**src/rtl/tmds_encoder_8b10b.sv**
```systemverilog
// tmds_encoder_8b10b: three-stage DVI TMDS channel encoder, 8-bit pixel or 2-bit control to a DC-balanced 10-bit symbol
module tmds_encoder_8b10b (
    input  logic       clk,
    input  logic       rst_n,
    input  logic       de,
    input  logic [7:0] din,
    input  logic       c0,
    input  logic       c1,
    output logic [9:0] dout
);
    logic [7:0] d_s1;
    logic [3:0] n1d, n1q;
    logic [1:0] c_s1, c_s2;
    logic de_s1, de_s2, use_xnor;
    logic [8:0] q_m, q_s2;
    logic signed [4:0] cnt, diff, two_q8, two_nq8, nxt;
    logic bal, inv;
    logic [9:0] sym, tok;
    always_comb begin
        use_xnor = n1d > 4'd4 || (n1d == 4'd4 && !d_s1[0]);
        q_m = '0;
        q_m[0] = d_s1[0];
        for (int i = 1; i < 8; i++) q_m[i] = q_m[i-1] ^ d_s1[i] ^ use_xnor;
        q_m[8] = !use_xnor;
    end
    // diff = n1q - n0q; 5-bit wraparound stays exact because |cnt| never exceeds 10
    always_comb begin
        diff = $signed({n1q, 1'b0}) - 5'sd8;
        two_q8 = $signed({3'b0, q_s2[8], 1'b0});
        two_nq8 = $signed({3'b0, !q_s2[8], 1'b0});
        bal = cnt == 5'sd0 || diff == 5'sd0;
        inv = (!cnt[4] && cnt != 5'sd0 && diff > 5'sd0) || (cnt[4] && diff < 5'sd0);
        sym = bal ? {!q_s2[8], q_s2[8], q_s2[8] ? q_s2[7:0] : ~q_s2[7:0]}
                  : {inv, q_s2[8], inv ? ~q_s2[7:0] : q_s2[7:0]};
        nxt = bal ? (q_s2[8] ? cnt + diff : cnt - diff)
                  : (inv ? cnt + two_q8 - diff : cnt + diff - two_nq8);
        tok = c_s2 == 2'b00 ? 10'b1101010100 :
              c_s2 == 2'b01 ? 10'b0010101011 :
              c_s2 == 2'b10 ? 10'b0101010100 : 10'b1010101011;
    end
    always_ff @(posedge clk) begin
        if (!rst_n) begin
            d_s1 <= '0;
            de_s1 <= 1'b0;
            c_s1 <= '0;
            n1d <= '0;
            q_s2 <= '0;
            n1q <= '0;
            de_s2 <= 1'b0;
            c_s2 <= '0;
            cnt <= '0;
            dout <= '0;
        end else begin
            d_s1 <= din;
            de_s1 <= de;
            c_s1 <= {c1, c0};
            n1d <= 4'($countones(din));
            q_s2 <= q_m;
            n1q <= 4'($countones(q_m[7:0]));
            de_s2 <= de_s1;
            c_s2 <= c_s1;
            cnt <= de_s2 ? nxt : 5'sd0;
            dout <= de_s2 ? sym : tok;
        end
    end
endmodule

```
**config.mk**
```make
export PLATFORM = sky130hd
export DESIGN_NAME = tmds_encoder_8b10b
export DESIGN_NICKNAME = d
export VERILOG_FILES = /design/src/rtl/tmds_encoder_8b10b.sv
export SDC_FILE = /design/constraint.sdc
export NUM_CORES = 1
export LEC_CHECK = 0
export CAP_MARGIN = 15
export CORE_UTILIZATION = 30
export DETAILED_ROUTE_END_ITERATION = 10
export PLACE_DENSITY_LB_ADDON = 0.1
export SYNTH_ARGS = -nofsm -noshare
export SYNTH_HDL_FRONTEND = slang
export SYNTH_SLANG_ARGS = --single-unit
```
**constraint.sdc**
```tcl
create_clock -name clk -period 5 [get_ports clk]
set_clock_uncertainty 0.2 [all_clocks]
set_input_delay 1 -clock clk [delete_from_list [all_inputs] [get_ports clk]]
set_output_delay 1 -clock clk [all_outputs]
set_load 0.005 [all_outputs]
```
# Yosys cells after proc, flatten, opt, wreduce, memory -nomap -nowiden
# Index checks and enable logic that the tools add are counted.
op_classes:
  addsub: 20
  n_lt_le_gt_ge: 3
  n_eq_ne: 3
  muxes: 10
  bitwise: 15
  reduce_logical: 16
op_table:
  columns: ["operator", "n"]
  rows:
  - ["2-to-1 mux 10 bit", 5]
  - ["adder 1 x 1 -> 2 bit", 8]
  - ["2-to-1 mux 8 bit", 2]
  - ["2-to-1 mux 5 bit", 3]
  - ["bitwise XOR 1 bit", 14]
  - ["adder 2 x 2 -> 3 bit", 4]
  - ["zero test 5 bit", 2]
  - ["subtractor 5 bit", 2]
  - ["adder 3 x 3 -> 4 bit", 2]
  - ["inverter 8 bit", 1]
  - ["adder 5 x 3 -> 5 bit", 1]
  - ["adder 5 bit", 1]
  - ["greater-than comparator 5 x 1 -> 1 bit (second input constant)", 1]
  - ["less-than comparator 5 x 1 -> 1 bit (second input constant)", 1]
  - ["nonzero test 5 bit", 1]
  - ["subtractor 5 x 3 -> 5 bit", 1]
  - ["subtractor 5 bit (second input constant)", 1]
  - ["== test 4 x 3 -> 1 bit (second input constant)", 1]
  - ["greater-than comparator 4 x 3 -> 1 bit (second input constant)", 1]
  - ["logical AND 1 bit", 4]
  - ["zero test 1 bit", 4]
  - ["logical OR 1 bit", 3]
  - ["== test 2 x 1 -> 1 bit (second input constant)", 1]
  - ["== test 2 bit (second input constant)", 1]
  - ["2 further kinds", 2]
totals:
  ff_bits: 46
  input_bits: 13
  word_cells: 77

# Depth between registers and ports, before layout
# Gate-level depths: netlist of run 1.
logic_depth:
  ltp_word: 19
  depth_mapped: 13

# Worst setup path after synthesis of run 1
# No wires, ideal clock.
synth_path:
  path_kind: "flip-flop to flip-flop"
  startpoint: "register d_s1[0]"
  endpoint: "register n1q[2]"
  setup_ns: 0.128
  t_arrival_ns: 3.412
  t_required_ns: 4.672
  setup_slack_ns: 1.260
  stages_incl_launch_ff: 14
  n_path_buf: 0
  path_cell_list: "dfxtp_1 -> o21ba_1 -> a31oi_2 -> xnor3_2 -> inv_1 -> fa_1 -> xor2_1 -> ha_1 -> fa_1 -> ha_1 -> inv_1 -> fa_1 -> xor2_1 -> nor2_1"
synth_between:
  elab_chain_cells: 19
  word_cells_on_any_way: 24
  classes_between: "add/sub: 7; bitwise: 14; reduce/logical: 3"
synth_rtl:
  columns: ["element", "line", "text"]
  rows:
  - ["from (decl)", "11", "logic [7:0] d_s1;"]
  - ["from (signal assigned)", "54", "d_s1 <= din;"]
  - ["zero test 1 bit", "20", "use_xnor = n1d > 4'd4 || (n1d == 4'd4 && !d_s1[0]);"]
  - ["logical AND 1 bit", "20", null]
  - ["logical OR 1 bit", "20", null]
  - ["bitwise XOR 1 bit (4 in series)", "23", "for (int i = 1; i < 8; i++) q_m[i] = q_m[i-1] ^ d_s1[i] ^ use_xnor;"]
  - ["bitwise XOR 1 bit *", "23", null]
  - ["named net q_m[3]", "15", "logic [8:0] q_m, q_s2;"]
  - ["bitwise XOR 1 bit (8 in series)", "23", null]
  - ["adder 1 x 1 -> 2 bit (not written as such)", "59", "n1q <= 4'($countones(q_m[7:0]));"]
  - ["adder 2 x 2 -> 3 bit (not written as such)", "59", null]
  - ["adder 3 x 3 -> 4 bit (not written as such) *", "59", null]
  - ["to (signal assigned)", "59", null]
  - ["to (decl)", "12", "logic [3:0] n1d, n1q;"]
# The timed path passes the listed nets; every way through them passes the cells marked *.
# A chain may end at the register's enable or synchronous reset.

# Worst setup path in the final report of run 1
# Ends and elaborated chain as after synthesis.

==> run metrics, run 1 <==
status=finished, final reports clean; Area Overhead vs Synth=18.1%; Total GRT Usage=11.3%; Via density=4.18; Sequential cell area=901 sq um; cts bufs inserted=5; # DRC=0; first-pass GRT wire length=7.46 mm; IO Pins=23; port buffer count=22; RSZ-0062 raised after global routing=false; Mapped Area=2470 sq um; leakage=0.00128 uW; Fill cells=823; CTS max path bufs=2; CTS Sinks=45; synth top area cells=dfxtp_1, ha_1, fa_1; final worst slack=1050 ps; Die Wd=92.7 microns; Cells after Synth=247; Total Neg Setup Slack=0 ps; Via Count=1564; Yosys Warn Count=0; post-synth net total=294; Worst EP arrival=3920 ps; Syn Area/Cell=9.98 sq um; Worst VDD drop=0.000194 V; worst min path class=flip-flop to flip-flop; ANT nets after route=0; initial antenna violation count=0; period utilization=78.9%; drt total wl=4.38 mm; post-synth top area share=36.5%; M2 GR Usage=17.8%; GRT overflow=0; Worst Path Required=4970 ps; CP Capture Type=flip-flop; RD Place Congestion=0.744; #FFs+latches synth=45; M1 GR Usage=15.6%; Yosys cell types=43; Max-slew headroom=63.3%; Synth Flop Type=dfxtp_1; min cycle time layout=3950 ps; area leader, netlist=dfxtp_1; Slew Viols, Final=0; FP Rows=32; register area share after synthesis=36.5%; clock-pin slew on the worst setup and hold paths=80 ps; die span in y=92.7 microns; Initial Utilization=31.4%; M3 GR Usage=2.71%; CTS Root Cell=clkbuf_8; max-cap violations=0; slew at the pin with the worst max-slew slack=546 ps; final core occ=37.1%; Setup Slack @ Placement=887 ps; placed inst area=2800 sq um; pin count of the biggest net entering global routing=29; ratio of cells with drive above 1 in the final layout=5.88%; htree depth=2; n_diodes=0; footprint of the multi-input gates=1420 sq um; fmax=253 MHz; Power per Cell Area=505 nW/um^2; worst-skew pair later-pin latency=290 ps; GRT busiest layer=met2; DIE AREA=8590 sq um; design area=2910 sq um; crit-path max FO=6; post-CTS sizing=0; initial DRC count=39; Post-synth ARST share=0%; Post-synth EDFFs=0; kind of critical path=flip-flop to flip-flop; TritonRoute pass-1 iters=4; Final Hold Viols=0; postcts setup bufs=0; wire per inst=11.7 microns; TritonCTS clock tree=built; vias in the first global route=1539; number of cells after detailed placement=366; Hold Buf Count CTS=0; startpoint types=flip-flop; core area=7850 sq um; fin cells=374; final setup vio count=0; detailed placement HPWL=3.50 mm; # nets final=318
[report_power, final]
group          leakage (uW)  total (uW)  internal [uW]  switching (uW)
Combinational      0.000851         732            360             372
Sequential         0.000373         460            415            44.2
Clock             0.0000585         279            163             116
[final cells by class]
type	count	share of cell area, %
inverter	32	4.13
clock buffer	7	2.97
timing repair buffer	23	7.82
sequential	45	30.9
multi-input combinational	164	48.7
clock inverter	1	1.03
tap	102	4.38
[critical path: stages (launching register included)]
cell     delay (ps)
dfxtp_1         460
o21ba_1         200
a31oi_2         210
xnor3_2         470
inv_1           100
fa_1            440
xor2_1          180
ha_1            290
fa_1            500
ha_1            170
inv_1            50
fa_1            370
xor2_1          140
nor2_1           50
[worst paths after layout]
kind	cells after the start	endpoint	slack, ps	start
setup / recovery	13	n1q[2]	1050	d_s1[0]
hold / removal	1	de_s2	230	de_s1
setup reg to reg	13	n1q[2]	1050	d_s1[0]
hold reg to reg	1	de_s2	230	de_s1
[routing by layer]
layer  part of all wire (%)  wire length (microns)
met2                     43                   1900
met1                     53                   2320
met4                   0.43                     19
met3                    3.4                    148
met5                      0                      0
[per-stage QoR]
| step | hold WS (ps) | power (uW) |
|---|---|---|
| after floorplan | 212 | 1040 |
| after global placement | 216 | 1210 |
| after detailed placement | 217 | 1220 |
| after CTS | 243 | 1500 |
| after global routing | 258 | 1620 |
| final | 233 | 1470 |
[cell usage in the layout, fill, tap and decap left out, types with 2 or more instances in the layout]
cell type and instances:
clkdlybuf4s50_1 22, o211ai_1 2, mux2i_1 3, xnor2_1 15, nor3b_1 2, ha_1 22
and2_1 18, a21oi_1 13, o21ai_0 4, xor2_1 14, dfxtp_1 45, nand2_1 6
o31ai_1 3, a31oi_1 2, and2_2 2, inv_1 32, clkbuf_8 6, nor2_1 16
nand3_1 2, fa_1 12, a211oi_1 4, nor2b_1 3
[sequential cells by signal (all words and copies together) (netlist names)]
signal	count
c_s1	2
c_s2	2
cnt	4
d_s1	8
de_s1	1
de_s2	1
dout	10
n1d	4
n1q	4
q_s2	9
[logic make-up (layout without fill, tap and decap cells)]
kind of cell | Yosys count | count (layout) | share of synthesized area [%]
muxes | 3 | 3 | 1.22
buffers and inverters | 38 | 63 | 5.94
adders and majority gates | 34 | 34 | 20.9
xor gates and xnor gates | 31 | 31 | 11.9
and+or+nand+nor | 59 | 59 | 13.5
DFF | 45 | 45 | 36.5
AOI/OAI and AO/OA | 37 | 37 | 9.94
[synth_stat cells, types with 2 or more instances]
library cell,number
dfxtp_1,45
inv_1,32
ha_1,22
and2_1,18
nor2_1,16
xnor2_1,15
xor2_1,14
a21oi_1,13
fa_1,12
nand2_1,6
clkbuf_1,5
a211oi_1,4
o21ai_0,4
mux2i_1,3
nor2b_1,3
o31ai_1,3
a31oi_1,2
and2_2,2
nand3_1,2
nor3b_1,2
o211ai_1,2
Note: power is estimated with default switching activity, not from simulation.
==> run 2: changes to the inputs <==
- clock period: 5 -> 3.2 ns (I/O delays scaled with it)
==> run 2 against run 1 <==
Compared with the run above:
- the flow now finishes with violations (setup timing)
- via count grew 7.2%
- global-route usage grew 0.57 points
- final area grew 7.1%
- clock power grew 88%
- non-clock buffer count grew 19
- count of clock-buffer cells in the layout shrank 2
- final cell count grew 5.1%
- core utilization grew 2.6 points
- total power grew 84%
==> run metrics, run 2 (same netlist as run 1, synthesis figures left out) <==
Hold Buf Count CTS=0; crit-path max FO=3; ANT nets after route=0; number of cells after detailed placement=381; TritonCTS clock tree=built; Power per Cell Area=865 nW/um^2; slew at the pin with the worst max-slew slack=506 ps; Max-slew headroom=66.0%; RSZ-0062 raised after global routing=true; # DRC=0; Die Wd=92.7 microns; core area=7850 sq um; final worst slack=-393 ps; Via density=4.27; Initial Utilization=31.4%; Via Count=1677; Worst Path Required=3180 ps; wire per inst=11.7 microns; status=complete, but fails checks; initial DRC count=22; Top reg by flops=dout; Final Hold Viols=0; most frequent cells in the layout=dfxtp_1, inv_1, ha_1, buf_4, clkdlybuf4s50_1; CTS Sinks=45; Slew Viols, Final=0; first-pass GRT wire length=7.83 mm; final setup vio count=3; ratio of cells with drive above 1 in the final layout=18.2%; TritonRoute pass-1 iters=4; fin cells=393; CP Capture Type=flip-flop; Worst VDD drop=0.000336 V; n_diodes=0; RD Place Congestion=0.782; drt total wl=4.60 mm; Worst EP arrival=3580 ps; footprint of the multi-input gates=1470 sq um; max-cap violations=0; final core occ=39.7%; CP peak stage delay=560 ps; port buffer count=22; CTS Root Cell=clkbuf_8; worst-skew pair later-pin latency=300 ps; Total GRT Usage=11.9%; period utilization=112%; detailed placement HPWL=3.59 mm; CTS max path bufs=2; IO Pins=23; fmax=278 MHz; failing checks=setup timing; leakage=0.00139 uW; htree depth=2; crit path cell chain=o21ba_4, a31oi_4, xnor3_2, inv_2, fa_1, xor2_1, ha_1, fa_1, ha_4, inv_2, fa_2, nor2_1; Area Overhead vs Synth=26.4%; clock-pin slew on the worst setup and hold paths=90 ps; GRT overflow=0; Sequential cell area=906 sq um; DIE AREA=8590 sq um; Fill cells=825; kind of critical path=flip-flop to flip-flop; initial antenna violation count=0; number of flip-flops in the largest register=10; min cycle time layout=3590 ps; die span in y=92.7 microns; vias in the first global route=1674; commonest non-fill, non-tap cell in the layout=dfxtp_1; pin count of the biggest net entering global routing=29; cts bufs inserted=5; FP Rows=32; slowest CP cell=fa_1; biggest regs=dout x10, q_s2 x9, d_s1 x8; # nets final=337; startpoint types=flip-flop; worst min path class=flip-flop to flip-flop
run 2: changes by cell type in the layout (fill, tap and decap cells not counted), sizes merged:
cell,change
clkdlybuf4s50,-3
clkbuf,-2
bufinv,+1
inv,+1
buf,+22
run 2: final cells by class:
| class | instances | share of cell area (%) |
|---|---|---|
| repair buffers | 42 | 11.4 |
| clock buffers | 5 | 2.21 |
| multi-input cells | 164 | 47.2 |
| flip-flops and latches | 45 | 29.1 |
| inverters | 32 | 3.85 |
| well taps | 102 | 4.09 |
| clock inverters | 3 | 2.21 |
run 2: path summary, 6_finish.rpt:
kind / from / end / slack, ps / depth (start not counted)
max: n1d[2] / n1q[1] / -390 / 12
min: c_s1[0] / c_s2[0] / 240 / 1
max reg2reg: n1d[2] / n1q[1] / -390 / 12
min reg2reg: c_s1[0] / c_s2[0] / 240 / 1
run 2: repair_timing:
action,in CTS,in global routing
pin swaps,6,4
setup endpoints to repair,6,6
resized for setup,23,4
buffers inserted,0,4
run 2: routing by layer:
metal | vias up | routed length [microns] | GRT usage, % | share of wire [%]
met5 | - | 0 | 0 | 0
met4 | 0 | 54 | 3.85 | 1.2
met3 | 5 | 159 | 2.79 | 3.5
met2 | 26 | 2160 | 20.1 | 47
met1 | 761 | 2220 | 14.9 | 48
li1 | 885 | - | - | -
run 2: metrics by stage:
stage / hold WS, ps / setup slack (ps) / power (uW) / setup TNS, ps / cell area [sq um]
after floorplan: 212 / -327 / 1630 / -621 / 2470
after global placement: 214 / -526 / 1990 / -2250 / 2910
after detailed placement: 222 / -551 / 2000 / -2300 / 2910
after CTS: 244 / -398 / 2590 / -803 / 3070
after global routing: 260 / -488 / 2950 / -1170 / 3120
final: 242 / -393 / 2700 / -801 / 3120
run 2: where the power goes:
| group | internal [uW] | switching [uW] | leakage, uW | total, uW |
|---|---|---|---|---|
| Clock | 315 | 210 | 0.0000687 | 524 |
| Sequential | 649 | 65.2 | 0.000374 | 715 |
| Combinational | 772 | 687 | 0.000947 | 1460 |
run 2: critical path: cells and delay by family (launching register included):
family                     cells  cell delay [ps]
buffers and inverters          2              110
AOI/OAI and AO/OA              2              370
and+or+nand+nor                1               40
adders and majority gates      5             1930
DFF                            1              350
xor gates and xnor gates       2              470
